`src/rtl/decoder_pkg.sv`:
```
// Shared types and helpers for the one-hot burst decoder.
// Holds the two-state FSM encoding and a width-capped one-hot helper.
package decoder_pkg;

   // Widest select the helper function supports.
   localparam int MAX_SEL_W = 8;
   localparam int MAX_OUT_W = 2 ** MAX_SEL_W;

   // IDLE waits for a request; EMIT presents one strobe per beat.
   typedef enum logic {
      IDLE = 1'b0,
      EMIT = 1'b1
   } state_t;

   // Returns 1 << idx at the package-wide maximum width.
   function automatic logic [MAX_OUT_W-1:0] onehot(input logic [MAX_SEL_W-1:0] idx);
      logic [MAX_OUT_W-1:0] one;
      one = '0;
      one[0] = 1'b1;
      return one << idx;
   endfunction

endpackage

```
`src/rtl/and_gate.sv`:
```
// N-input AND primitive used by the gate-level decoder.
module and_gate #(
   parameter int N = 2
) (
   input  logic [N-1:0] a,
   output logic         y
);

   // Reduce all inputs with AND.
   always_comb y = &a;

endmodule

```
`src/rtl/not_gate.sv`:
```
// Single-bit inverter primitive used by the gate-level decoder.
module not_gate (
   input  logic a,
   output logic y
);

   // Invert the input.
   always_comb y = ~a;

endmodule

```
`src/rtl/onehot_decoder.sv`:
```
// Combinational SEL_W-to-2**SEL_W one-hot decoder built from gate primitives.
// Output o is the AND of, for every select bit b, either sel[b] or its inverse,
// chosen by bit b of o.
module onehot_decoder
   import decoder_pkg::*;
#(
   parameter int SEL_W = 2
) (
   input  logic [SEL_W-1:0]      sel,
   output logic [2**SEL_W-1:0]   dec
);

   localparam int OUT_W = 2 ** SEL_W;

   logic [SEL_W-1:0] sel_n;

   // One inverter per select bit, shared by all output terms.
   for (genvar b = 0; b < SEL_W; b++) begin : g_inv
      not_gate u_not (
         .a (sel[b]),
         .y (sel_n[b])
      );
   end

   // One AND term per output, picking true or inverted literals.
   for (genvar o = 0; o < OUT_W; o++) begin : g_out
      logic [SEL_W-1:0] lits;
      for (genvar b = 0; b < SEL_W; b++) begin : g_lit
         if (((o >> b) % 2) != 0) begin : g_true
            assign lits[b] = sel[b];
         end else begin : g_inv_lit
            assign lits[b] = sel_n[b];
         end
      end
      and_gate #(
         .N (SEL_W)
      ) u_and (
         .a (lits),
         .y (dec[o])
      );
   end

endmodule

```
`src/rtl/onehot_burst_decoder.sv`:
```
// Registered one-hot strobe generator with valid/ready handshakes and burst mode.
// Direct mode emits a single strobe at sel; burst mode walks len+1 consecutive
// outputs starting at sel, wrapping modulo 2**SEL_W.
// Optional feature: define DECODER_BURST_REVERSE_EN to add the dir input, which
// makes bursts descend instead of ascend.
//
// Handshakes: a transfer happens on a rising clk edge where valid && ready are
// both high. The producer holds in_valid and its fields until accepted; the
// consumer takes the current strobe when out_valid && out_ready. busy mirrors
// the FSM state (high in EMIT), so it doubles as the state observation point.
module onehot_burst_decoder
   import decoder_pkg::*;
#(
   parameter int SEL_W = 2
) (
   input  logic                 clk,
   input  logic                 rst,
   input  logic                 in_valid,
   output logic                 in_ready,
   input  logic [SEL_W-1:0]     sel,
   input  logic                 burst,
   input  logic [SEL_W-1:0]     len,
`ifdef DECODER_BURST_REVERSE_EN
   input  logic                 dir,
`endif
   output logic                 out_valid,
   input  logic                 out_ready,
   output logic [2**SEL_W-1:0]  out_onehot,
   output logic                 busy
);

   localparam int              OUT_W = 2 ** SEL_W;
   localparam logic [SEL_W-1:0] ONE  = SEL_W'(1);

   state_t            state_q, state_d;
   logic [SEL_W-1:0]  idx_q, idx_d;
   logic [SEL_W-1:0]  remaining_q, remaining_d;
   logic [OUT_W-1:0]  out_onehot_q, out_onehot_d;
   logic [OUT_W-1:0]  dec_out;
   logic [SEL_W-1:0]  idx_step;
   logic              accept;
`ifdef DECODER_BURST_REVERSE_EN
   logic              dir_q, dir_d;
`endif

   // Accept in IDLE, or on the final beat so the next request follows without a bubble.
   always_comb begin
      in_ready = (state_q == IDLE) ||
                 ((state_q == EMIT) && out_ready && (remaining_q == '0));
      accept   = in_valid && in_ready;
   end

   // Index of the next burst beat; wraps naturally at SEL_W bits.
   always_comb begin
`ifdef DECODER_BURST_REVERSE_EN
      idx_step = dir_q ? (idx_q - ONE) : (idx_q + ONE);
`else
      idx_step = idx_q + ONE;
`endif
   end

   // Next-state logic: load on accept, step on a consumed non-final beat, drop to IDLE after the last.
   always_comb begin
      state_d     = state_q;
      idx_d       = idx_q;
      remaining_d = remaining_q;
`ifdef DECODER_BURST_REVERSE_EN
      dir_d       = dir_q;
`endif
      if (accept) begin
         state_d     = EMIT;
         idx_d       = sel;
         remaining_d = burst ? len : '0;
`ifdef DECODER_BURST_REVERSE_EN
         dir_d       = dir;
`endif
      end else begin
         case (state_q)
            IDLE: begin
               state_d = IDLE;
            end
            EMIT: begin
               if (out_ready) begin
                  if (remaining_q != '0) begin
                     idx_d       = idx_step;
                     remaining_d = remaining_q - ONE;
                  end else begin
                     state_d = IDLE;
                  end
               end
            end
            default: begin
               state_d = IDLE;
            end
         endcase
      end
   end

   onehot_decoder #(
      .SEL_W (SEL_W)
   ) u_dec (
      .sel (idx_d),
      .dec (dec_out)
   );

   // Strobe register input: decoded next index, forced to zero when nothing will be valid.
   always_comb begin
      out_onehot_d = (state_d == EMIT) ? dec_out : '0;
   end

   // State and datapath registers with asynchronous clear.
   always_ff @(posedge clk or posedge rst) begin
      if (rst) begin
         state_q      <= IDLE;
         idx_q        <= '0;
         remaining_q  <= '0;
         out_onehot_q <= '0;
`ifdef DECODER_BURST_REVERSE_EN
         dir_q        <= 1'b0;
`endif
      end else begin
         state_q      <= state_d;
         idx_q        <= idx_d;
         remaining_q  <= remaining_d;
         out_onehot_q <= out_onehot_d;
`ifdef DECODER_BURST_REVERSE_EN
         dir_q        <= dir_d;
`endif
      end
   end

   // Outputs come straight from registered state.
   always_comb begin
      out_valid  = (state_q == EMIT);
      busy       = (state_q == EMIT);
      out_onehot = out_onehot_q;
   end

endmodule

```
`config.mk`:
```
export PLATFORM = sky130hd
export DESIGN_NAME = onehot_burst_decoder
export DESIGN_NICKNAME = d
export VERILOG_FILES = /design/src/rtl/decoder_pkg.sv /design/src/rtl/and_gate.sv /design/src/rtl/not_gate.sv /design/src/rtl/onehot_decoder.sv /design/src/rtl/onehot_burst_decoder.sv
export SDC_FILE = /design/constraint.sdc
export NUM_CORES = 1
export LEC_CHECK = 0
export CAP_MARGIN = 20
export CORE_AREA = 3 3 40 42
export CTS_CLUSTER_SIZE = 25
export DETAILED_ROUTE_END_ITERATION = 7
export DIE_AREA = 0 0 43 45
export HOLD_SLACK_MARGIN = 0.12
export PLACE_DENSITY = 0.72
export SYNTH_ARGS = -nofsm -noshare
export SYNTH_HDL_FRONTEND = slang
export SYNTH_HIERARCHICAL = 1
export SYNTH_SLANG_ARGS = --single-unit
export TNS_END_PERCENT = 5
```
`constraint.sdc`:
```
create_clock -name clk -period 2.1 [get_ports clk]
set_input_delay 0.315 -clock clk [delete_from_list [all_inputs] [get_ports clk]]
set_output_delay 0.315 -clock clk [all_outputs]
set_load 0.02 [all_outputs]
```
# Yosys cells after proc, flatten, opt, wreduce, memory -nomap -nowiden
# Index checks and enable logic that the tools add are counted.
[totals]
wordCells = 37
regBits = 9
input_bits = 9
[classes]
add_sub_neg = 2
n_reduce_logical = 14
mux = 14
bitwise_logic = 3
[ops]
columns = ["op", "n"]
rows = [
  ["$mux W2", 9],
  ["$reduce_and A2 Y1", 4],
  ["$reduce_bool A2 Y1", 4],
  ["$mux W4", 1],
  ["$logic_and A1 B1 Y1", 3],
  ["$mux W1", 3],
  ["$not A1 Y1", 3],
  ["$reduce_and A3 Y1", 1],
  ["$add A2 B1 Y2 const B", 1],
  ["$logic_not A2 Y1", 1],
  ["$pmux W1 S2", 1],
  ["$sub A2 B1 Y2 const B", 1],
  ["$logic_or A1 B1 Y1", 1],
]

# Longest topological paths before layout
[depth]
ltp_word = 8
ltp_mapped = 8

# Hierarchy
# The synthesis kept the hierarchy.
[modules_own_cells]
columns = ["module", "instances", "seq_area_each_um2", "area_per_inst_um2", "cells_per_inst"]
rows = [
  ["onehot_burst_decoder", 1, 225.2, 456.7, 37],
  ["and_gate", 4, 0.0, 6.3, 1],
  ["not_gate", 2, 0.0, 3.8, 1],
]

# Worst setup path after synthesis
# OpenSTA, ideal clock, no wires.
[synth_timing]
path_kind = "reg-to-reg"
from = "register remaining_q[0]"
to = "register out_onehot_q[1], in the netlist out_onehot[1]"
period_less_slack_ns = 1.613
arrival_ns = 1.493
slack_ns = 0.487
path_stages_with_launch = 8
t_required_ns = 1.980
setup_ns = 0.120
path_cell_list = "dfrtp_1 > inv_1 > ha_1 > a21bo_4 > nand2_4 > mux2_4 > and2_1 > nor2b_1"
[synth_via]
elab_cells_between_ends = 16
[synth_lines]
columns = ["item", "line", "rtl"]
rows = [
  ["start, declared", "onehot_burst_decoder.sv:37", "logic [SEL_W-1:0] remaining_q, remaining_d;"],
  ["start signal, assigned", "onehot_burst_decoder.sv:124", "remaining_q <= remaining_d;"],
  ["$logic_not A2 Y1", "onehot_burst_decoder.sv:49", "((state_q == EMIT) && out_ready && (remaining_q == '0));"],
  ["$logic_and A1 B1 Y1", "onehot_burst_decoder.sv:49", ""],
  ["$logic_or A1 B1 Y1", "onehot_burst_decoder.sv:48", "in_ready = (state_q == IDLE) ||"],
  ["via in_ready", "onehot_burst_decoder.sv:19", "output logic in_ready,"],
  ["$logic_and A1 B1 Y1", "onehot_burst_decoder.sv:50", "accept = in_valid && in_ready;"],
  ["$mux W2", "onehot_burst_decoder.sv:70", "if (accept) begin"],
  ["via idx_d[0]", "onehot_burst_decoder.sv:36", "logic [SEL_W-1:0] idx_q, idx_d;"],
  ["$reduce_and A2 Y1", "and_gate.sv:10", "always_comb y = &a;"],
  ["via dec_out[1]", "onehot_burst_decoder.sv:39", "logic [OUT_W-1:0] dec_out;"],
  ["$mux W4", "onehot_burst_decoder.sv:108", "out_onehot_d = (state_d == EMIT) ? dec_out : '0;"],
  ["via out_onehot_d[1]", "onehot_burst_decoder.sv:38", "logic [OUT_W-1:0] out_onehot_q, out_onehot_d;"],
  ["end signal, assigned", "onehot_burst_decoder.sv:125", "out_onehot_q <= out_onehot_d;"],
  ["end, declared", "onehot_burst_decoder.sv:38", ""],
]
# The timed path passes the listed nets, and every way through them passes these cells.
# A chain may end at the register's enable or synchronous reset.

# Worst setup path after layout
[layout_timing]
from = "register remaining_q[1]"
to = "register out_onehot_q[3], in the netlist out_onehot[3]"
[layout_via]
elab_chain_cells = 7
elab_cells_between_ends = 15
[layout_rtl]
columns = ["item", "line"]
rows = [
  ["$reduce_bool A2 Y1 or $logic_not A2 Y1 (tied branches)", "onehot_burst_decoder.sv:84, onehot_burst_decoder.sv:49"],
  ["$mux W2 or $logic_and A1 B1 Y1 (tied branches)", "onehot_burst_decoder.sv:84, onehot_burst_decoder.sv:49"],
  ["$mux W2 or $logic_or A1 B1 Y1 (tied branches)", "onehot_burst_decoder.sv:83, onehot_burst_decoder.sv:48"],
  ["$mux W2 or $logic_and A1 B1 Y1 (tied branches)", "onehot_burst_decoder.sv:78, onehot_burst_decoder.sv:50"],
  ["$mux W2 *", "onehot_burst_decoder.sv:70"],
  ["via idx_d[0]", "onehot_burst_decoder.sv:36"],
  ["$reduce_and A2 Y1 *", "and_gate.sv:10"],
  ["via dec_out[3]", "onehot_burst_decoder.sv:39"],
  ["$mux W4 *", "onehot_burst_decoder.sv:108"],
  ["via out_onehot_d[3]", "onehot_burst_decoder.sv:38"],
]
# Mark *: on every way through the listed nets, which the timed path passes. The rest lies on a longest branch.

==> results.yml <==
route:
  vias_per_cell: 4.500
  vias: 342
  dr.pass1.iters: 2
  drcViolationCount: 0
  wl_per_cell_um: 10.28
  detail_route.wirelength_um: 781
  drt_iter0_drc: 2
  ant_nets: 0
pwr:
  power.total_w: 0.0009597
  switching_share_pct: 33.99
  pwr-share-seq_pct: 29.2
  ir_drop_mv: 0.4676
  p_int_w: 0.0006335
  p_sw_w: 0.0003263
  pwr_density_cell_nw_per_um2: 1413
  comb_power_share_pct: 56.6
  power.leakage_nw: 0.3269
  pwr-share-clk_pct: 14.2
logic_synthesis:
  avgSynthCellArea_um2: 11.38
  async_reset_ff_share_pct: 100.0
  synth_fp_nets: 53
  syn-instance-count: 43
  ys_seq_elements: 9
  synth_area_leaders: "dfrtp_1 (46%), mux2_4 (6.1%), xnor2_1 (5.4%), and2_1 (5.1%), nor2b_1 (5.1%)"
  synthMostInstantiatedCell: "dfrtp_1"
  ys_types: 21
  ys_warn_count: 6
  syn_area_um2: 489.2
  synth_commonest_cells: "dfrtp_1 (9), inv_1 (6), and2_1 (4), nor2b_1 (4), xnor2_1 (3)"
  synth_top_flop_cell: "dfrtp_1"
  synth_top_area_share_pct: 46.04
  synth_top_area_cell: "dfrtp_1"
  synth-edff-count: 0
  seq_area_frac_synth_pct: 46.04
cts:
  htreeDepth: 1
  path_clk_slew_ns: 0.06
  ctsHoldBuffers: 0
  clk_latency_ns: 0.26
  cts_resized: 0
  cts.sinks: 9
  post_cts_buffers: 0
  cts_tree: "built"
  clockBufferDepth: 2
  cts_inserted_buffers: 3
  cts_root_buffer: "clkbuf_4"
die:
  num_rows: 13
  die_area_um2: 1935
  start_util_pct: 38.07
  die_x_um: 43
  core_um2: 1285
  die_y_um: 45
  io_pins: 16
timing:
  relSlewSlack_pct: 77.42
  worst_slew_pin_slew_ns: 0.3383
  final.setup.tns_ns: 0
  fin_crit_sh_pct: 79.45
  fin_worst_skew_ns: 0.001892
  slew_viol_final: 0
  finalHoldViolCount: 0
  rsz0062_at_grt: "false"
  setup_viol: 0
  period_needed_ns: 1.668
  fmax_mhz: 599.4
  fin_ws_ns: 0.4316
setup_path:
  reg2reg_slack_ns: 0.43
  worstSetupPathType: "flop to flop"
  r2r_start: "remaining_q[1]$_DFFE_PP0P_"
  crit_fanout: 5
  crit_required_ns: 2.25
  r2r_cells: 7
  arrival_ns: 1.82
  cp-end-kind: "flop"
  worstSetupStartpointType: "flop"
  timing.rr.end: "out_onehot[3]$_DFF_PP0_"
  startpoint: "remaining_q[1]$_DFFE_PP0P_"
global_routing:
  track_usage_pct: 10.36
  grt_overflow: 0
  grt_antenna_before_repair: 0
  grt_pass1_wl_mm: 1.283
  grt_pass1_vias: 298
  grt_max_degree: 10
final_layout:
  drive_gt1_share_pct: 14.75
  nFillCells: 124
  area_growth_pct: 38.87
  n_antenna_cell: 0
  fin_nets: 72
run:
  maxCapViolCount: 0
placed_design:
  pre_cts_slack_ns: 0.1396
  dp_hpwl_um: 637.4
  gp_congestion: 0.6963
  numPortBuffers: 15
run_status:
  status: "completed"
min_path:
  min-delay-path-class: "input pin to asynchronous set/reset pin"
-- critical path, cell delays in order, from the launching register on --
cell and delay, ns:
dfrtp_1 0.35, inv_1 0.06, ha_1 0.22, nand3b_1 0.23, xnor2_1 0.16, mux2_4 0.27, and2_1 0.15, nor2b_1 0.12
-- logic make-up (layout without fill, tap and decap cells) --
family                     after synthesis  after routing  synth area share [%]
buffers and inverters                    7             25                 6.138
adders and majority gates                1              1                 2.557
xor gates and xnor gates                 3              3                 5.372
DFF                                      9              9                 46.04
AOI/OAI and AO/OA                        3              3                 6.138
and+or+nand+nor                         17             17                 25.58
muxes                                    3              3                 8.184
-- layout make-up --
type | instances | area, um^2 | share of cell area [%]
multi-input cells | 27 | 234.0 | 34.44
flip-flops and latches | 9 | 225.2 | 33.15
repair buffers | 15 | 152.6 | 22.47
clock buffers | 4 | 26.28 | 3.867
inverters | 6 | 22.52 | 3.315
well taps | 15 | 18.77 | 2.762
-- registers in the layout, summed over array words and instances (netlist names) --
signal	cells
busy	1
remaining_q	2
idx_q	2
out_onehot	4
-- power groups by stage --
| stage | clock (W) | combinational (W) | sequential, W |
|---|---|---|---|
| 2_1_floorplan | 0 | 0.000369 | 0.000320 |
| 3_3_place_gp | 0 | 0.000545 | 0.000282 |
| 3_5_place_dp | 0 | 0.000550 | 0.000285 |
| 4_1_cts | 0.000141 | 0.000554 | 0.000281 |
| 5_1_grt | 0.000149 | 0.000603 | 0.000288 |
| 6_report | 0.000136 | 0.000543 | 0.000281 |
-- stage by stage --
step / instances / hold slack, ns / utilization, % / cell area (um^2)
finish: 76 / 0.3061 / 52.87 / 679.4
global route: 76 / 0.3312 / 52.87 / 679.4
CTS: 76 / 0.3167 / 52.68 / 676.9
detailed placement: 72 / 0.6053 / 50.63 / 650.6
global placement: 72 / 0.5966 / 50.63 / 650.6
floorplan: 43 / 0.1429 / - / 489.2
-- how the worst max path moves through the flow --
stage	to	cells after the start	slack [ns]
6_report	out_onehot[3]$_DFF_PP0_	7	0.43
5_1_grt	out_onehot[3]$_DFF_PP0_	7	0.33
4_1_cts	in_ready	4	0.05
3_5_place_dp	in_ready	3	0.14
3_3_place_gp	in_ready	3	0.14
2_1_floorplan	out_onehot[1]$_DFF_PP0_	7	0.49
-- placed cells by master, fill, tap and decap left out, types with 2 or more instances in the layout --
| master | n |
|---|---|
| clkdlybuf4s50_1 | 14 |
| dfrtp_1 | 9 |
| inv_1 | 6 |
| nor2b_1 | 4 |
| and2_1 | 4 |
| xnor2_1 | 3 |
| clkbuf_4 | 3 |
| mux2_4 | 2 |
-- routing by layer --
layer  up-vias  track usage, %  share of wire, %
met5         -               0                 0
met2        14           12.87                45
met3         4           3.586               9.5
met1       152           11.72                41
li1        172               -                 -
met4         0           14.46               4.9
(Power assumes the default switching activity.)
